File: config.mk
export PLATFORM = sky130hd
export DESIGN_NAME = arb_mux
export DESIGN_NICKNAME = d
export VERILOG_FILES = /design/src/rtl/arb_mux.sv
export SDC_FILE = /design/constraint.sdc
export NUM_CORES = 1
export LEC_CHECK = 0
export ABC_AREA = 0
export CORE_UTILIZATION = 50
export DETAILED_ROUTE_END_ITERATION = 10
export DONT_BUFFER_PORTS = 1
export GPL_ROUTABILITY_DRIVEN = 1
export HOLD_SLACK_MARGIN = 0.05
export PLACE_DENSITY = 0.68
export REMOVE_ABC_BUFFERS = 1
export SKIP_LAST_GASP = 1
export SLEW_MARGIN = 10
export SYNTH_ARGS = -nofsm -noshare
export SYNTH_HDL_FRONTEND = slang
export SYNTH_SLANG_ARGS = --single-unit
File: constraint.sdc
create_clock -name clk -period 1.45 [get_ports clk]
set_clock_uncertainty 0.05 [all_clocks]
set_input_delay 0.145 -clock clk [delete_from_list [all_inputs] [get_ports clk]]
set_output_delay 0.145 -clock clk [all_outputs]
set_load 0.1 [all_outputs]
File: src/rtl/arb_mux.sv
// -----------------------------------------------------------------------------
// arb_mux
//   N-channel, WIDTH-bit registered multiplexer with valid/ready handshakes on
//   every input channel and on the output. The channel granted each cycle is
//   picked by a compile-time policy:
//     MODE 0 : external select (sel), no grant when sel >= N or channel idle
//     MODE 1 : round-robin, scan starts at the channel after the last winner
//     MODE 2 : fixed priority, lowest valid index wins
//   A single output register holds one word and provides backpressure.
//
// Ports
//   clk       rising-edge clock
//   rst_n     asynchronous active-low reset (clears output register and ptr)
//   in_data   N*WIDTH packed channel data, channel i at [i*WIDTH +: WIDTH]
//   in_valid  per-channel valid
//   in_ready  per-channel ready, combinational, at most one bit set
//   sel       requested channel (MODE 0 only)
//   out_data  registered output word
//   out_valid output register holds a word
//   out_ready consumer accepts out_data this cycle
//   out_chan  source channel of out_data
// -----------------------------------------------------------------------------
module arb_mux #(
    parameter int WIDTH = 16,
    parameter int N     = 4,
    parameter int MODE  = 0,
    parameter int SELW  = $clog2(N)
) (
    input  logic                 clk,
    input  logic                 rst_n,
    input  logic [N*WIDTH-1:0]   in_data,
    input  logic [N-1:0]         in_valid,
    output logic [N-1:0]         in_ready,
    input  logic [SELW-1:0]      sel,
    output logic [WIDTH-1:0]     out_data,
    output logic                 out_valid,
    input  logic                 out_ready,
    output logic [SELW-1:0]      out_chan
);

    localparam logic [SELW-1:0] LAST = SELW'(N - 1);

    logic [WIDTH-1:0] out_data_q,  out_data_d;
    logic             out_valid_q, out_valid_d;
    logic [SELW-1:0]  out_chan_q,  out_chan_d;
    logic [SELW-1:0]  ptr_q,       ptr_d;

    logic             load;
    logic             gnt_vld;
    logic [SELW-1:0]  gnt_idx;
    logic             xfer;

    // Fold ptr+k back into 0..N-1; k < N so one subtraction is enough and
    // no divider is needed for non-power-of-2 N.
    function automatic int wrap(input int v);
        return (v >= N) ? v - N : v;
    endfunction

    // Output slot is free when empty or being drained this same cycle.
    assign load = !out_valid_q || out_ready;

    always_comb begin
        gnt_vld = 1'b0;
        gnt_idx = '0;
        case (MODE)
            0: begin
                // Compare against each legal index so sel >= N simply matches nothing.
                for (int i = 0; i < N; i++) begin
                    if (sel == SELW'(i) && in_valid[i]) begin
                        gnt_vld = 1'b1;
                        gnt_idx = SELW'(i);
                    end
                end
            end
            1: begin
                for (int k = 0; k < N; k++) begin
                    if (!gnt_vld && in_valid[wrap(int'(ptr_q) + k)]) begin
                        gnt_vld = 1'b1;
                        gnt_idx = SELW'(wrap(int'(ptr_q) + k));
                    end
                end
            end
            2: begin
                // Descending scan: the last hit is the lowest valid index.
                for (int i = N - 1; i >= 0; i--) begin
                    if (in_valid[i]) begin
                        gnt_vld = 1'b1;
                        gnt_idx = SELW'(i);
                    end
                end
            end
            default: begin
                gnt_vld = 1'b0;
                gnt_idx = '0;
            end
        endcase
    end

    // rst_n gates ready directly so sources see no acceptance while in reset.
    always_comb begin
        in_ready = '0;
        for (int i = 0; i < N; i++) begin
            in_ready[i] = rst_n && load && gnt_vld && (gnt_idx == SELW'(i));
        end
    end

    assign xfer = rst_n && load && gnt_vld;

    always_comb begin
        out_data_d  = out_data_q;
        out_valid_d = out_valid_q;
        out_chan_d  = out_chan_q;
        ptr_d       = ptr_q;
        if (load) begin
            if (gnt_vld) begin
                out_data_d  = in_data[gnt_idx*WIDTH +: WIDTH];
                out_chan_d  = gnt_idx;
                out_valid_d = 1'b1;
            end else begin
                // Data and channel keep their last values; only valid drops.
                out_valid_d = 1'b0;
            end
        end
        if (MODE == 1 && xfer) begin
            ptr_d = (gnt_idx == LAST) ? '0 : gnt_idx + 1'b1;
        end
    end

    always_ff @(posedge clk or negedge rst_n) begin
        if (!rst_n) begin
            out_data_q  <= '0;
            out_valid_q <= 1'b0;
            out_chan_q  <= '0;
            ptr_q       <= '0;
        end else begin
            out_data_q  <= out_data_d;
            out_valid_q <= out_valid_d;
            out_chan_q  <= out_chan_d;
            ptr_q       <= ptr_d;
        end
    end

    assign out_data  = out_data_q;
    assign out_valid = out_valid_q;
    assign out_chan  = out_chan_q;

endmodule

# Yosys cells after proc, flatten, opt, wreduce, memory -nomap -nowiden
# Cells that the tools add are included.
totals:
  regBits: 19
  word_cells: 33
  input_bits: 73
  out_inout_bits: 23
op_classes:
  n_reduce_logical: 15
  shifts: 1
  n_mux: 8
  n_eq_ne: 6
op_table:
  columns: ["cell", "count"]
  rows:
  - ["$shiftx A64 B7 Y16", 1]
  - ["$logic_and A1 B1 Y1", 10]
  - ["$eq A2 B2 Y1 const B", 4]
  - ["$mux W1", 6]
  - ["$eq A2 B1 Y1 const B", 2]
  - ["$logic_not A2 Y1", 2]
  - ["$mux W2", 2]
  - ["$reduce_and A2 Y1", 1]
  - ["$logic_not A1 Y1", 1]
  - ["$logic_or A1 B1 Y1", 1]

# Depth between registers and ports, before layout
logic_depth:
  word_depth: 8
  depth_mapped: 7
  depth_no_buf: 4

# Worst setup path before layout
# OpenSTA, ideal clock, no wires.
synth_path:
  path_kind: "register to output"
  startpoint: "register out_valid_q (netlist: out_valid)"
  endpoint: "output in_ready[2]"
  path_stages_with_launch: 7
  slack_ns: -2.468
  t_arrival_ns: 3.723
  required_time_ns: 1.255
  n_path_buf: 2
  cell_sequence: "dfrtp_1 > nand2b_1 > and3_1 > buf_4 > buf_4 > nand3_1 > nor3b_1"
synth_via:
  elab_chain_len: 5
synth_lines:
  columns: ["element", "line_no", "text"]
  rows:
  - ["start: declaration", "44", "logic out_valid_q, out_valid_d;"]
  - ["start signal: assignment", "137", "out_valid_q <= out_valid_d;"]
  - ["$logic_not A1 Y1", "60", "assign load = !out_valid_q || out_ready;"]
  - ["$logic_or A1 B1 Y1", "60", null]
  - ["$logic_and A1 B1 Y1 (2 in series)", null, null]
  - ["$logic_and A1 B1 Y1", "103", "in_ready[i] = rst_n && load && gnt_vld && (gnt_idx == SELW'(i));"]
  - ["end: declaration", "33", "output logic [N-1:0] in_ready,"]
# Every way passes these cells.

# Worst setup path in the final report
layout_path:
  startpoint: "register out_valid_q (netlist: out_valid)"
  endpoint: "output in_ready[0]"
# Same word-level chain as after synthesis.

==> metrics.yaml <==
synth:
  ys_ff_latch: 19
  synth_area_um2: 1330
  synthCells: 135
  synth.most_common_cell: "dfrtp_1"
  synth_top_area_frac: 0.359
  synth_cell_type_count: 28
  synth_ff_type: "dfrtp_1"
  synth_simple_gate_area_frac: 0.197
  postSynthAreaPerCell_um2: 9.81
  synth_top_family_by_area: "compound AO/OA/AOI/OAI gates"
  yosys_warnings: 0
  synth-compound-area-share: 0.219
  synth.largest_area_cell: "dfrtp_1"
  async_reset_ff_frac: 1.00
  netlist_top_cells_count: "19 x dfrtp_1, 14 x a211oi_1, 13 x nand2_1"
  synth-xor-area-share: 0
  synthAdderAreaFrac: 0
  synth_edf_count: 0
  netlist_top_cells_area: "dfrtp_1 36%, mux2_2 8.5%, a211oi_1 7.9%"
  synthMuxAreaShare: 0.164
  ys_seq_area_frac: 0.359
floorplanning:
  die_w_um: 53.5
  coreArea_um2: 2500
  rows: 18
  die_height_um: 53.5
  num_io_pins: 96
  dieArea_um2: 2860
  initial_utilization: 0.530
pwr:
  leakage_nw: 1.00
  power_density_nw_per_um2: 1190
  vdd_drop_max_mv: 1.15
  finalPower_mw: 2.71
clocking:
  cts_tree: "done"
  cts-root-buf: "clkbuf_4"
  cts_sinks: 19
  path_clk_slew_ps: 120
  clkLatencyLatePin_ps: 320
  cts_buffers: 3
  htreeDepth: 1
  clock_tree.buffer_depth: 2
sta:
  fmax_mhz: 521
  period_share: 1.32
  relSlewSlack: 0.401
  timing.final.ws_setup_ps: -470
  rsz0062_at_grt: "true"
  hold_viol_final: 0
  worstMarginPinSlew_ps: 895
  setup_viol: 22
  post-route-min-period_ps: 1920
  slew_viol_final: 0
drt:
  drc: 0
  via_per_inst: 6.72
  antenna_left: 0
  vias: 1592
  drt_iter0_drc: 61
  wl_um: 5790
  drt_pass1_iterations: 4
  wl_per_cell_um: 24.4
critical_path:
  startpoint_type: "register"
  path_class: "reg2out"
  worst_ep_arrival_time_ps: 1720
  cpPeakStageDelay_ps: 430
  critPathTopFamily: "simple AND/OR/NAND/NOR gates"
  critPathMaxFanout: 3
  critPathBufInv: 2
  cp_slowest_cell: "dfrtp_1"
  worstPathRequired_ps: 1250
  cp-end-kind: "primary output"
  cp_cell_sequence: "nor2b_4, buf_6, or3_4, nor2_4, buf_12"
placed_design:
  port_buffers: 0
  dpl_worst_slack_ps: -123
  gp_congestion: 0.710
  dp_hpwl_um: 2600
  placed_cells: 186
cells_and_area:
  nets: 281
  diodes: 0
  synthToLayoutAreaGrowth_pct: 72.4
  final_util: 0.914
  fin_cells: 237
  drive_above_1_share: 0.430
  fill_cells: 95
hold_path:
  hp-class: "in2reg"
outcome:
  status: "finished, violations left"
  violations: "negative setup slack"
global_route:
  grt_pass1_wl_um: 7400
  grt-ovfl-total: 0
  grt_max_degree: 23
  globalRouteTotalUtil: 0.376
  antenna_found_initial: 0
  first_global_vias: 1543
run:
  max-cap-violations: 0
final timing paths:
check | start | to | slack [ps] | cells past startpoint
setup reg to reg | out_valid$_DFFE_PN0N_ | out_data[10]$_DFFE_PN0P_ | -390 | 8
max in group asynchronous | rst_n | out_chan[1]$_DFFE_PN0P_ | 480 | 1
setup / recovery | out_valid$_DFFE_PN0N_ | in_ready[0] | -470 | 5
hold / removal | in_data[38] | out_data[6]$_DFFE_PN0P_ | 50 | 2
min in group asynchronous | rst_n | out_data[0]$_DFFE_PN0P_ | 330 | 1
hold reg to reg | out_data[4]$_DFFE_PN0P_ | out_data[4]$_DFFE_PN0P_ | 480 | 1
repair_timing:
item / in CTS / in global routing
gates cloned: 2 / 1
resized for setup: 30 / 7
pin swaps: 25 / 8
setup endpoints to repair: 22 / 22
hold buffers: 35 / 0
endpoints found under the hold margin: 34 / 0
setup buffers: 10 / 3
metal layers:
layer | track usage | routed length (µm)
met5 | 0 | 0
met4 | 0.184 | 314
met3 | 0.126 | 707
met2 | 0.648 | 2890
met1 | 0.403 | 1880
metrics by stage:
step	setup TNS, ps	hold WS (ps)	area (µm²)
floorplan	-21710	-201	1250
global placement	-860	-200	1610
finish	-6490	46.2	2280
CTS	-5790	50.3	2220
detailed placement	-1730	-200	1610
global route	-7410	55.2	2280
power breakdown:
group / switching (mW) / internal [mW]
Sequential: 0.0775 / 0.645
Clock: 0.196 / 0.104
Combinational: 1.20 / 0.484
kinds of logic (layout without fill, tap and decap cells):
| logic type | Yosys count | in the layout |
|---|---|---|
| AND/OR/NAND/NOR | 48 | 49 |
| AO/OA/AOI/OAI | 35 | 35 |
| multiplexers | 20 | 20 |
| flip-flops | 19 | 19 |
| buffers and inverters | 13 | 84 |
registers in the layout (all words and copies together), names as in the netlist:
register / cells
out_chan: 2
out_valid: 1
out_data: 16
cell type report:
cell class | count | area [µm²] | share of cell area
Inverter | 1 | 3.75 | 0.00164
Multi-Input combinational cell | 104 | 912 | 0.399
Tap cell | 30 | 37.5 | 0.0164
Timing Repair Buffer | 79 | 828 | 0.363
Clock inverter | 1 | 5.00 | 0.00219
Sequential cell | 19 | 475 | 0.208
Clock buffer | 3 | 22.5 | 0.00986
cell usage in the layout (no fill, tap or decap), types with 2 or more instances in the layout:
cell / n
dfrtp_1: 19
and3_1: 7
nand3_1: 9
a221o_1: 9
buf_4: 28
buf_6: 8
buf_12: 3
a21oi_2: 8
nor2_4: 4
nand2_1: 12
mux2_2: 10
a211oi_1: 7
clkbuf_4: 3
a211oi_2: 6
nor3_1: 7
mux2i_1: 9
clkbuf_16: 3
nor3_4: 2
dlygate4sd3_1: 35
No activity file was read; power rests on OpenSTA's default activity.
